**src/rtl/alu_seq_pkg.sv**
```systemverilog
// Shared opcodes, FSM states and flag bit indices for the sequential ALU.
// ALU_SEQ_MUL_EN makes op 12 a multi-cycle unsigned multiply; otherwise it is illegal.
package alu_seq_pkg;

   localparam logic [3:0] OP_ADD = 4'd0;
   localparam logic [3:0] OP_SUB = 4'd1;
   localparam logic [3:0] OP_INC = 4'd2;
   localparam logic [3:0] OP_DEC = 4'd3;
   localparam logic [3:0] OP_AND = 4'd4;
   localparam logic [3:0] OP_OR  = 4'd5;
   localparam logic [3:0] OP_XOR = 4'd6;
   localparam logic [3:0] OP_NOT = 4'd7;
   localparam logic [3:0] OP_SHL = 4'd8;
   localparam logic [3:0] OP_SHR = 4'd9;
   localparam logic [3:0] OP_SAR = 4'd10;
   localparam logic [3:0] OP_ROL = 4'd11;
   localparam logic [3:0] OP_MUL = 4'd12;

   typedef enum logic [1:0] {
      S_IDLE,
      S_EXEC,
      S_DONE
   } state_t;

   localparam int unsigned FLAG_C    = 0;
   localparam int unsigned FLAG_V    = 1;
   localparam int unsigned FLAG_Z    = 2;
   localparam int unsigned FLAG_N    = 3;
   localparam int unsigned NUM_FLAGS = 4;

`ifdef ALU_SEQ_MUL_EN
   localparam bit MUL_EN = 1'b1;
`else
   localparam bit MUL_EN = 1'b0;
`endif

   function automatic logic is_shift(input logic [3:0] op);
      return (op >= OP_SHL) && (op <= OP_ROL);
   endfunction

   function automatic logic is_illegal(input logic [3:0] op);
      return (op > OP_MUL) || ((op == OP_MUL) && !MUL_EN);
   endfunction

endpackage

```
**src/rtl/alu_seq_step.sv**
```systemverilog
// Combinational single-step unit: arithmetic/logic ops 0-7 and one-bit
// shift/rotate steps, returning result, carry-out and signed overflow.
module alu_seq_step
   import alu_seq_pkg::*;
#(
   parameter int unsigned WIDTH = 8
)(
   input  logic [3:0]       op,
   input  logic [WIDTH-1:0] a,
   input  logic [WIDTH-1:0] b,
   input  logic             cin,
   output logic [WIDTH-1:0] result,
   output logic             cout,
   output logic             ovf
);

   logic [WIDTH-1:0] opnd;
   logic [WIDTH:0]   sum;

   // effective second operand of the adder
   always_comb begin
      opnd = b;
      case (op)
         OP_SUB:  opnd = ~b;
         OP_INC:  opnd = '0;
         OP_DEC:  opnd = '1;
         default: opnd = b;
      endcase
   end

   assign sum = {1'b0, a} + {1'b0, opnd} + {{WIDTH{1'b0}}, cin};

   always_comb begin
      result = '0;
      cout   = 1'b0;
      ovf    = 1'b0;
      case (op)
         OP_ADD, OP_SUB, OP_INC, OP_DEC: begin
            result = sum[WIDTH-1:0];
            cout   = sum[WIDTH];
            ovf    = (a[WIDTH-1] == opnd[WIDTH-1]) && (sum[WIDTH-1] != a[WIDTH-1]);
         end
         OP_AND: result = a & b;
         OP_OR:  result = a | b;
         OP_XOR: result = a ^ b;
         OP_NOT: result = ~a;
         OP_SHL: begin
            result = {a[WIDTH-2:0], 1'b0};
            cout   = a[WIDTH-1];
         end
         OP_SHR: begin
            result = {1'b0, a[WIDTH-1:1]};
            cout   = a[0];
         end
         OP_SAR: begin
            result = {a[WIDTH-1], a[WIDTH-1:1]};
            cout   = a[0];
         end
         OP_ROL: begin
            result = {a[WIDTH-2:0], a[WIDTH-1]};
            cout   = a[WIDTH-1];
         end
         default: ;
      endcase
   end

endmodule

```
**src/rtl/alu_seq.sv**
```systemverilog
// Sequential ALU with valid/ready handshakes, bit-serial shifts and registered flags.
// ALU_SEQ_MUL_EN adds a shift-add multiply on op 12; without it op 12 reports err.
module alu_seq
   import alu_seq_pkg::*;
#(
   parameter int unsigned WIDTH = 8,
   parameter int unsigned SHW   = $clog2(WIDTH)
)(
   input  logic             clk,
   input  logic             rst,
   input  logic             in_valid,
   output logic             in_ready,
   input  logic [3:0]       op,
   input  logic [WIDTH-1:0] a,
   input  logic [WIDTH-1:0] b,
   input  logic             cin,
   output logic             out_valid,
   input  logic             out_ready,
   output logic [WIDTH-1:0] result,
   output logic             cout,
   output logic             ovf,
   output logic             zero,
   output logic             neg,
   output logic             err
);

   localparam int unsigned CW = SHW + 1;

   state_t               state_q, state_d;
   logic [3:0]           op_q;
   logic [WIDTH-1:0]     work_q, work_d;
   logic [CW-1:0]        cnt_q;
   logic [WIDTH-1:0]     result_q;
   logic [NUM_FLAGS-1:0] flags_q;
   logic                 err_q;

   logic [3:0]           step_op;
   logic [WIDTH-1:0]     step_a, step_res;
   logic                 step_c, step_v;
   logic [SHW-1:0]       shamt;
   logic                 in_shift, in_mul, in_multi, accept, last_step, load_out;
   logic [WIDTH-1:0]     fin_res;
   logic                 fin_c, fin_v, fin_err;

   assign shamt    = b[SHW-1:0];
   assign in_shift = is_shift(op);
`ifdef ALU_SEQ_MUL_EN
   assign in_mul   = (op == OP_MUL);
`else
   assign in_mul   = 1'b0;
`endif
   assign in_multi  = (in_shift && (shamt != '0)) || in_mul;
   assign accept    = (state_q == S_IDLE) && in_valid;
   assign last_step = (state_q == S_EXEC) && (cnt_q == CW'(1));
   assign load_out  = (accept && !in_multi) || last_step;

   // one step unit serves both the accept cycle and every EXEC iteration
   assign step_op = (state_q == S_EXEC) ? op_q : op;
   assign step_a  = (state_q == S_EXEC) ? work_q : a;

   alu_seq_step #(.WIDTH(WIDTH)) u_step (
      .op     (step_op),
      .a      (step_a),
      .b      (b),
      .cin    (cin),
      .result (step_res),
      .cout   (step_c),
      .ovf    (step_v)
   );

`ifdef ALU_SEQ_MUL_EN
   logic [WIDTH-1:0] mcand_q, hi_q, hi_d;
   logic [WIDTH:0]   mul_sum;
   logic             mul_act;

   // product lives in {hi_q, work_q}; multiplier bits drain out of work_q
   assign mul_act = (op_q == OP_MUL);
   assign mul_sum = {1'b0, hi_q} + (work_q[0] ? {1'b0, mcand_q} : '0);
   assign hi_d    = mul_sum[WIDTH:1];
`endif

   always_comb begin
      work_d  = step_res;
      fin_res = '0;
      fin_c   = 1'b0;
      fin_v   = 1'b0;
      fin_err = 1'b0;
      if (state_q == S_EXEC) begin
`ifdef ALU_SEQ_MUL_EN
         if (mul_act) work_d = {mul_sum[0], work_q[WIDTH-1:1]};
`endif
         fin_res = work_d;
         fin_c   = step_c;
`ifdef ALU_SEQ_MUL_EN
         if (mul_act) fin_c = |hi_d;
`endif
      end else if (is_illegal(op)) begin
         fin_err = 1'b1;
      end else if (in_shift) begin
         fin_res = a;
      end else begin
         fin_res = step_res;
         fin_c   = step_c;
         fin_v   = step_v;
      end
   end

   always_comb begin
      state_d = state_q;
      case (state_q)
         S_IDLE:  if (in_valid) state_d = in_multi ? S_EXEC : S_DONE;
         S_EXEC:  if (cnt_q == CW'(1)) state_d = S_DONE;
         S_DONE:  if (out_ready) state_d = S_IDLE;
         default: state_d = S_IDLE;
      endcase
   end

   always_ff @(posedge clk) begin
      if (rst) state_q <= S_IDLE;
      else     state_q <= state_d;
   end

   always_ff @(posedge clk) begin
      if (rst) begin
         op_q     <= '0;
         work_q   <= '0;
         cnt_q    <= '0;
         result_q <= '0;
         flags_q  <= '0;
         err_q    <= 1'b0;
`ifdef ALU_SEQ_MUL_EN
         mcand_q  <= '0;
         hi_q     <= '0;
`endif
      end else begin
         if (accept) begin
            op_q   <= op;
            work_q <= a;
            cnt_q  <= in_mul ? CW'(WIDTH) : CW'(shamt);
`ifdef ALU_SEQ_MUL_EN
            mcand_q <= b;
            hi_q    <= '0;
`endif
         end else if (state_q == S_EXEC) begin
            work_q <= work_d;
            cnt_q  <= cnt_q - CW'(1);
`ifdef ALU_SEQ_MUL_EN
            if (mul_act) hi_q <= hi_d;
`endif
         end
         if (load_out) begin
            result_q        <= fin_res;
            flags_q[FLAG_C] <= fin_c;
            flags_q[FLAG_V] <= fin_v;
            flags_q[FLAG_Z] <= (fin_res == '0);
            flags_q[FLAG_N] <= fin_res[WIDTH-1];
            err_q           <= fin_err;
         end
      end
   end

   assign in_ready  = (state_q == S_IDLE);
   assign out_valid = (state_q == S_DONE);
   assign result    = result_q;
   assign cout      = flags_q[FLAG_C];
   assign ovf       = flags_q[FLAG_V];
   assign zero      = flags_q[FLAG_Z];
   assign neg       = flags_q[FLAG_N];
   assign err       = err_q;

endmodule
```
**config.mk**
```make
export PLATFORM = sky130hd
export DESIGN_NAME = alu_seq
export DESIGN_NICKNAME = d
export VERILOG_FILES = /design/src/rtl/alu_seq_pkg.sv /design/src/rtl/alu_seq_step.sv /design/src/rtl/alu_seq.sv
export SDC_FILE = /design/constraint.sdc
export NUM_CORES = 1
export LEC_CHECK = 0
export ABC_AREA = 1
export ABC_CLOCK_PERIOD_IN_PS = 3700
export CAP_MARGIN = 20
export CELL_PAD_IN_SITES_DETAIL_PLACEMENT = 1
export CELL_PAD_IN_SITES_GLOBAL_PLACEMENT = 1
export CORE_UTILIZATION = 35
export CTS_CLUSTER_SIZE = 20
export DETAILED_ROUTE_END_ITERATION = 10
export HOLD_SLACK_MARGIN = 0.02
export PLACE_DENSITY = 0.82
export SYNTH_ARGS = -nofsm -noshare
export SYNTH_HDL_FRONTEND = slang
export SYNTH_SLANG_ARGS = --single-unit
export TNS_END_PERCENT = 10
```
**constraint.sdc**
```tcl
create_clock -name clk -period 3.7 [get_ports clk]
set_clock_uncertainty 0.15 [all_clocks]
set_input_delay 1.11 -clock clk [delete_from_list [all_inputs] [get_ports clk]]
set_output_delay 1.11 -clock clk [all_outputs]
set_load 0.05 [all_outputs]
```
# Word level (Yosys, flattened, before mapping)
# Cells that the tools add are included.
word_totals:
  elab_cells: 84
  in_bits: 25
  out_inout_bits: 15
  regBits: 31
classes:
  mux: 26
  n_reduce_logical: 19
  eq_ne: 20
  bitwise_logic: 5
  add_sub_neg: 3
  magnitude_cmp: 3
op_table:
  columns: ["op", "count"]
  rows:
  - ["$pmux 8 s9", 1]
  - ["$mux 8", 6]
  - ["$pmux 8 s3", 1]
  - ["$eq 4x4->1 const B", 5]
  - ["$eq 4x3->1 const B", 4]
  - ["$not 8->8", 2]
  - ["$add 8x8->9", 1]
  - ["$add 9x1->9", 1]
  - ["$mux 1", 9]
  - ["$and 8x8->8", 1]
  - ["$eq 4x1->1 const B", 2]
  - ["$eq 4x2->1 const B", 2]
  - ["$logic_not 8->1", 1]
  - ["$mux 2", 4]
  - ["$or 8x8->8", 1]
  - ["$xor 8x8->8", 1]
  - ["$logic_and 1x1->1", 6]
  - ["$mux 3", 2]
  - ["$pmux 2 s3", 1]
  - ["$reduce_or 2->1", 3]
  - ["$ge 4x4->1 const B", 1]
  - ["$gt 4x4->1 const B", 1]
  - ["$le 4x4->1 const B", 1]
  - ["$logic_not 4->1", 1]
  - ["16 further kinds", 18]

# Logic depth before layout (Yosys ltp)
logic_depth:
  ltp_word: 12
  mapped_depth: 27
  depth_no_buf: 27

# Cells and area by module
# From an unflattened synthesis, not the netlist that was laid out.
hier_totals:
  cells_unflattened: 467
  hier_area_um2: 2849.0
modules_own_cells:
  columns: ["mod", "cells_per_inst", "area_per_inst_um2", "seq_area_each_um2", "n_inst"]
  rows:
  - ["alu_seq", 230, 1552.7, 600.6, 1]
  - ["alu_seq_step", 237, 1296.2, 0.0, 1]

# Least setup slack after synthesis
# OpenSTA, ideal clock, no wires.
synth_path:
  path_type: "input port to flip-flop"
  startpoint: "input port op[3]"
  endpoint: "register flags_q[2]"
  n_path_buf: 1
  t_arrival_ps: 3778
  required_ps: 3483
  path_stages: 26
  slack_ps: -295
  setup_time_ps: 67
  path_cell_list: "buf_2 -> nand2_4 -> nand2_4 -> nor2_2 -> inv_2 -> nor2_1 -> inv_1 -> nor2_1 -> o21ai_0 -> o21ai_0 -> fa_1 -> inv_1 -> fa_1 -> nand3_1 -> nand2_1 -> xor2_1 -> nor2_1 -> nor2_1 -> nand3_1 -> nand2_1 -> nand2_1 -> inv_1 -> nand2_1 -> nor2_1 -> nand2_1 -> a21oi_2"
synth_between:
  elab_chain_len: 10
  word_cells_on_any_way: 32
  cone_classes: "2 x add/sub; 3 x order compare; 12 x eq/ne; 6 x mux; 9 x reduce/logical"
synth_lines:
  columns: ["element", "line", "text"]
  rows:
  - ["from (decl)", "alu_seq.sv:13", "input logic [3:0] op,"]
  - ["$mux 4", "alu_seq.sv:58", "assign step_op = (state_q == S_EXEC) ? op_q : op;"]
  - ["$eq 4x2->1 or $eq 4x1->1 (tied branches)", "alu_seq_step.sv:23, alu_seq_step.sv:37", null]
  - ["$pmux 8 s3", "alu_seq_step.sv:23", "case (op)"]
  - ["$add 8x8->9", "alu_seq_step.sv:31", "assign sum = {1'b0, a} + {1'b0, opnd} + {{WIDTH{1'b0}}, cin};"]
  - ["$add 9x1->9", "alu_seq_step.sv:31", null]
  - ["$pmux 8 s9", "alu_seq_step.sv:37", "case (op)"]
  - ["$mux 8", "alu_seq.sv:99", "end else if (in_shift) begin"]
  - ["$mux 8", "alu_seq.sv:97", "end else if (is_illegal(op)) begin"]
  - ["$mux 8", "alu_seq.sv:88", "if (state_q == S_EXEC) begin"]
  - ["$logic_not 8->1", "alu_seq.sv:155", "flags_q[FLAG_Z] <= (fin_res == '0);"]
  - ["to (signal, indexed assignment)", "alu_seq.sv:154", "flags_q[FLAG_V] <= fin_v;"]
  - ["to (signal, indexed assignment)", "alu_seq.sv:155", null]
  - ["to (signal, indexed assignment)", "alu_seq.sv:156", "flags_q[FLAG_N] <= fin_res[WIDTH-1];"]
  - ["to (decl)", "alu_seq.sv:34", "logic [NUM_FLAGS-1:0] flags_q;"]
# Parallel ways exist; a longest one is shown, timed or not.
# A chain may end at the register's enable or synchronous reset.

# Final worst setup path
layout_path:
  startpoint: "input port a[0]"
  endpoint: "register result_q[4] (netlist: result[4])"
layout_between:
  elab_chain_len: 7
layout_lines:
  columns: ["element", "line", "text"]
  rows:
  - ["from (decl)", "alu_seq.sv:14", "input logic [WIDTH-1:0] a,"]
  - ["$mux 8 *", "alu_seq.sv:59", "assign step_a = (state_q == S_EXEC) ? work_q : a;"]
  - ["$add 8x8->9 *", "alu_seq_step.sv:31", null]
  - ["$add 9x1->9 *", "alu_seq_step.sv:31", null]
  - ["$pmux 8 s9 *", "alu_seq_step.sv:37", null]
  - ["$mux 8", "alu_seq.sv:99", null]
  - ["$mux 8", "alu_seq.sv:97", null]
  - ["$mux 8 *", "alu_seq.sv:88", null]
  - ["to (signal assigned)", "alu_seq.sv:152", "result_q <= fin_res;"]
  - ["to (decl)", "alu_seq.sv:33", "logic [WIDTH-1:0] result_q;"]
# Every way passes the cells marked *; elsewhere a longest branch is shown, timed or not.

==> impl_results.md <==
* Wire length of the first global-routing pass at 21000 um
* Max-capacitance violation count at 0
* Site Rows at 33
* Shortest clock period the worst path allows after layout at 3.85 ns
* Crit-path max FO at 2
* Total clock sinks at 30
* Achievable frequency at 260 MHz
* Cells traversed along the worst timing path: clkdlybuf4s50_1 > nand2_1 > o21ai_2 > inv_2 > fa_2 > inv_2 > fa_2 > nand3_2 > nand2_2 > xor2_1 > nor2_1 > nor2_1 > nand3_1 > nand2_1 > nand2_1 > inv_2 > buf_4 > nand2_2 > o211ai_1 > inv_1
* Number of antenna-violating nets in the routed design at 0
* Syn Inst Count at 496
* Overall track demand over capacity in global routing at 31.0%
* Clock network latency to the later pin of the worst-skew pair at 0.30 ns
* Class of the tightest hold or removal check: reg -> reg
* Final routed wirelength across all metal layers at 14700 um
* Die Width at 94.4 um
* Die outline area at 8920 um^2
* Total of flip-flops plus latches after synthesis at 30
* Total standard cell area after synthesis at 2990 um^2
* Power per standard cell area at 350 nW/um^2
* Sequential cell area at 601 um^2
* TritonCTS clock tree: yes
* Initial cell density of the core at 36.2%
* Final Hold Vio Count at 0
* Required @ worst endpoint at 3.74 ns
* Biggest cell delay along the critical path at 0.50 ns
* Post-route worst setup slack at -0.147 ns
* Worst Path Arrival at 3.89 ns
* Post-route fraction of the period consumed by the critical path at 104%
* Filler cell count in the final layout at 1102
* NumNets Final at 662
* Min-delay src: err
* Run status: complete, but fails checks
* Final core utilization at 52.8%
* RSZ-0062 raised after global routing: yes
* Via count normalized by instance count at 5.71
* Number of top-level pins at 40
* Actual transition at the worst max-transition pin at 0.725 ns
* Start point of the critical path: a[0]
* Final count of pins violating max slew at 0
* Launching point of the worst reg2reg path: state_q[0]
* Share of cells above drive strength 1 at 28.6%
* Die Height at 94.4 um
* Critical Path Slowest Stage Cell: clkdlybuf4s50_1
* Number of distinct library cells after synthesis at 32
* Routability Congestion at 0.850
* Largest vdd supply drop at 0.000307 V
* Total of hold buffers inserted after clock tree synthesis at 0
* Antenna violations before repair at 0
* Vias in the first global route at 4236
* Area of the multi-input gates at 2240 um^2
* Post-detailed-route wirelength per cell at 20.6 um
* Diodes inserted at 0
* Violations in the final reports: negative setup slack
* H-tree depth reported by CTS at 2
* Relative max-transition margin at 51.5%
* Count of routing violations after the opening detailed-route iteration at 180
* Mean instance size in the synthesized netlist at 6.03 um^2
* Warnings from Yosys at 0
* Area growth from synthesis to final layout at 45.9%
* Post-Syn Nets at 548
* Floorplan Core Area at 8260 um^2
* Overall overflow remaining after global route at 0
* Largest net degree at the start of global routing at 21
* Final Cell Area at 4360 um^2
* Kind of launch point of the worst setup path: input pin
* Type of destination of the critical path: flop
* Static leakage at 2.19 nW
* Portion of the post-synthesis area used by sequential elements at 20.1%
* Total vias in the final route at 4088
* Root Buffer Master: clkbuf_8
* CTS Buffer Depth at 2
* Setup-violating endpoint count in the final report at 3
* Type of the worst setup path: in -> reg
* Post-route DRC violation count at 0
* Placed inst area at 3920 um^2
* CTS buffer count at 5
* Detailed placer's ending HPWL at 9800 um
* Clock-pin slew on the worst setup and hold paths at 0.06 ns
* Post-placement worst setup slack at -0.877 ns
* Drt first pass iters at 4
* Worst hold slack across all endpoints at 0.336 ns
* Count of input and output buffers at 39
## placed cells by master, fill, tap and decap left out, drive strengths merged, types with 2 or more instances in the layout
cell and count:
nand3b 6, nand4 5, inv 73, ha 25
nand3 50, nor2 50, o21ai 20, dfxtp 30
o211ai 8, clkinv 3, clkbuf 7, nor3 5
a21oi 34, clkdlybuf4s50 35, a31oi 11, nand2 154
buf 85, fa 2, xor2 4
## critical path, delay by kind of cell
kind	cells	cell delay, ns
adders and majority gates	2	0.59
and+or+nand+nor	9	0.88
buffers and inverters	6	0.90
AOI/OAI and AO/OA	2	0.23
xor gates and xnor gates	1	0.18
## metal layers
layer | global-route usage [%] | share of wire, % | up-vias
li1 | - | - | 1828
met1 | 34.3 | 38 | 1991
met2 | 55.6 | 50 | 190
met3 | 5.96 | 5.6 | 79
met4 | 16.5 | 5.5 | 0
met5 | 0 | 0 | -
## per-stage QoR
stage	TNS (ns)	total power [mW]	std cells
after floorplan	-0.325	0.788	496
after global placement	-6.60	1.05	690
after detailed placement	-9.84	1.08	690
after CTS	-0.0900	1.42	711
after global routing	-1.29	1.59	716
final	-0.369	1.53	716
## sequential cells by signal, indices dropped and copies added (netlist names)
| name | flops |
|---|---|
| result | 8 |
| state_q | 2 |
| op_q | 4 |
| err | 1 |
| work_q | 8 |
| flags_q | 3 |
| cnt_q | 4 |
## cell usage after synthesis
cell | n | area share, %
a21oi_1 | 33 | 5.5
a21oi_2 | 1 | 0.29
a31oi_1 | 11 | 2.3
buf_2 | 4 | 0.67
buf_4 | 3 | 0.75
buf_6 | 2 | 0.75
clkbuf_1 | 4 | 0.50
clkinv_1 | 1 | 0.13
clkinv_2 | 1 | 0.17
dfxtp_1 | 30 | 20
fa_1 | 2 | 1.3
ha_1 | 25 | 10
inv_1 | 64 | 8.0
inv_2 | 9 | 1.1
nand2_1 | 143 | 18
nand2_2 | 5 | 1.0
nand2_4 | 6 | 2.3
nand3_1 | 49 | 8.2
nand3_2 | 1 | 0.33
nand3b_1 | 6 | 1.5
nand4_1 | 5 | 1.0
nor2_1 | 49 | 6.2
nor2_2 | 1 | 0.21
nor3_1 | 5 | 0.84
nor4_1 | 1 | 0.21
o211ai_1 | 8 | 2.0
o21ai_0 | 13 | 2.2
o21ai_2 | 7 | 2.1
o21bai_1 | 1 | 0.25
o22ai_1 | 1 | 0.21
o31ai_1 | 1 | 0.25
xor2_1 | 4 | 1.2
## what timing repair did
item | 4_1_cts | 5_1_grt
setup buffers | 13 | 5
endpoints found under the setup margin | 18 | 12
gates resized for setup | 53 | 31
pin swaps | 31 | 33
## kinds of logic after synthesis
family	Yosys count	synth area share, %
xor gates and xnor gates	4	1.17
AOI/OAI and AO/OA	76	15.1
adders and majority gates	27	11.8
buffers and inverters	88	12.1
DFF	30	20.1
and+or+nand+nor	271	39.7
## final timing paths
kind          endpoint  slack, ns  depth (start not counted)
max          result[4]      -0.15                         20
min                err       0.34                          2
max reg2reg  result[4]      -0.03                         26
min reg2reg        err       0.34                          2
## cell type report
| type | instances | share of cell area (%) |
|---|---|---|
| well taps | 105 | 3.01 |
| clock buffers | 7 | 1.98 |
| multi-input cells | 378 | 51.4 |
| inverters | 75 | 6.60 |
| repair buffers | 120 | 23.2 |
| clock inverters | 1 | 0.115 |
| flip-flops and latches | 30 | 13.8 |
## report_power, final
group	switching (mW)	internal [mW]
Combinational	0.529	0.336
Sequential	0.0239	0.354
Clock	0.135	0.150
Total	0.688	0.840
Power figures use the tool's default switching activity.
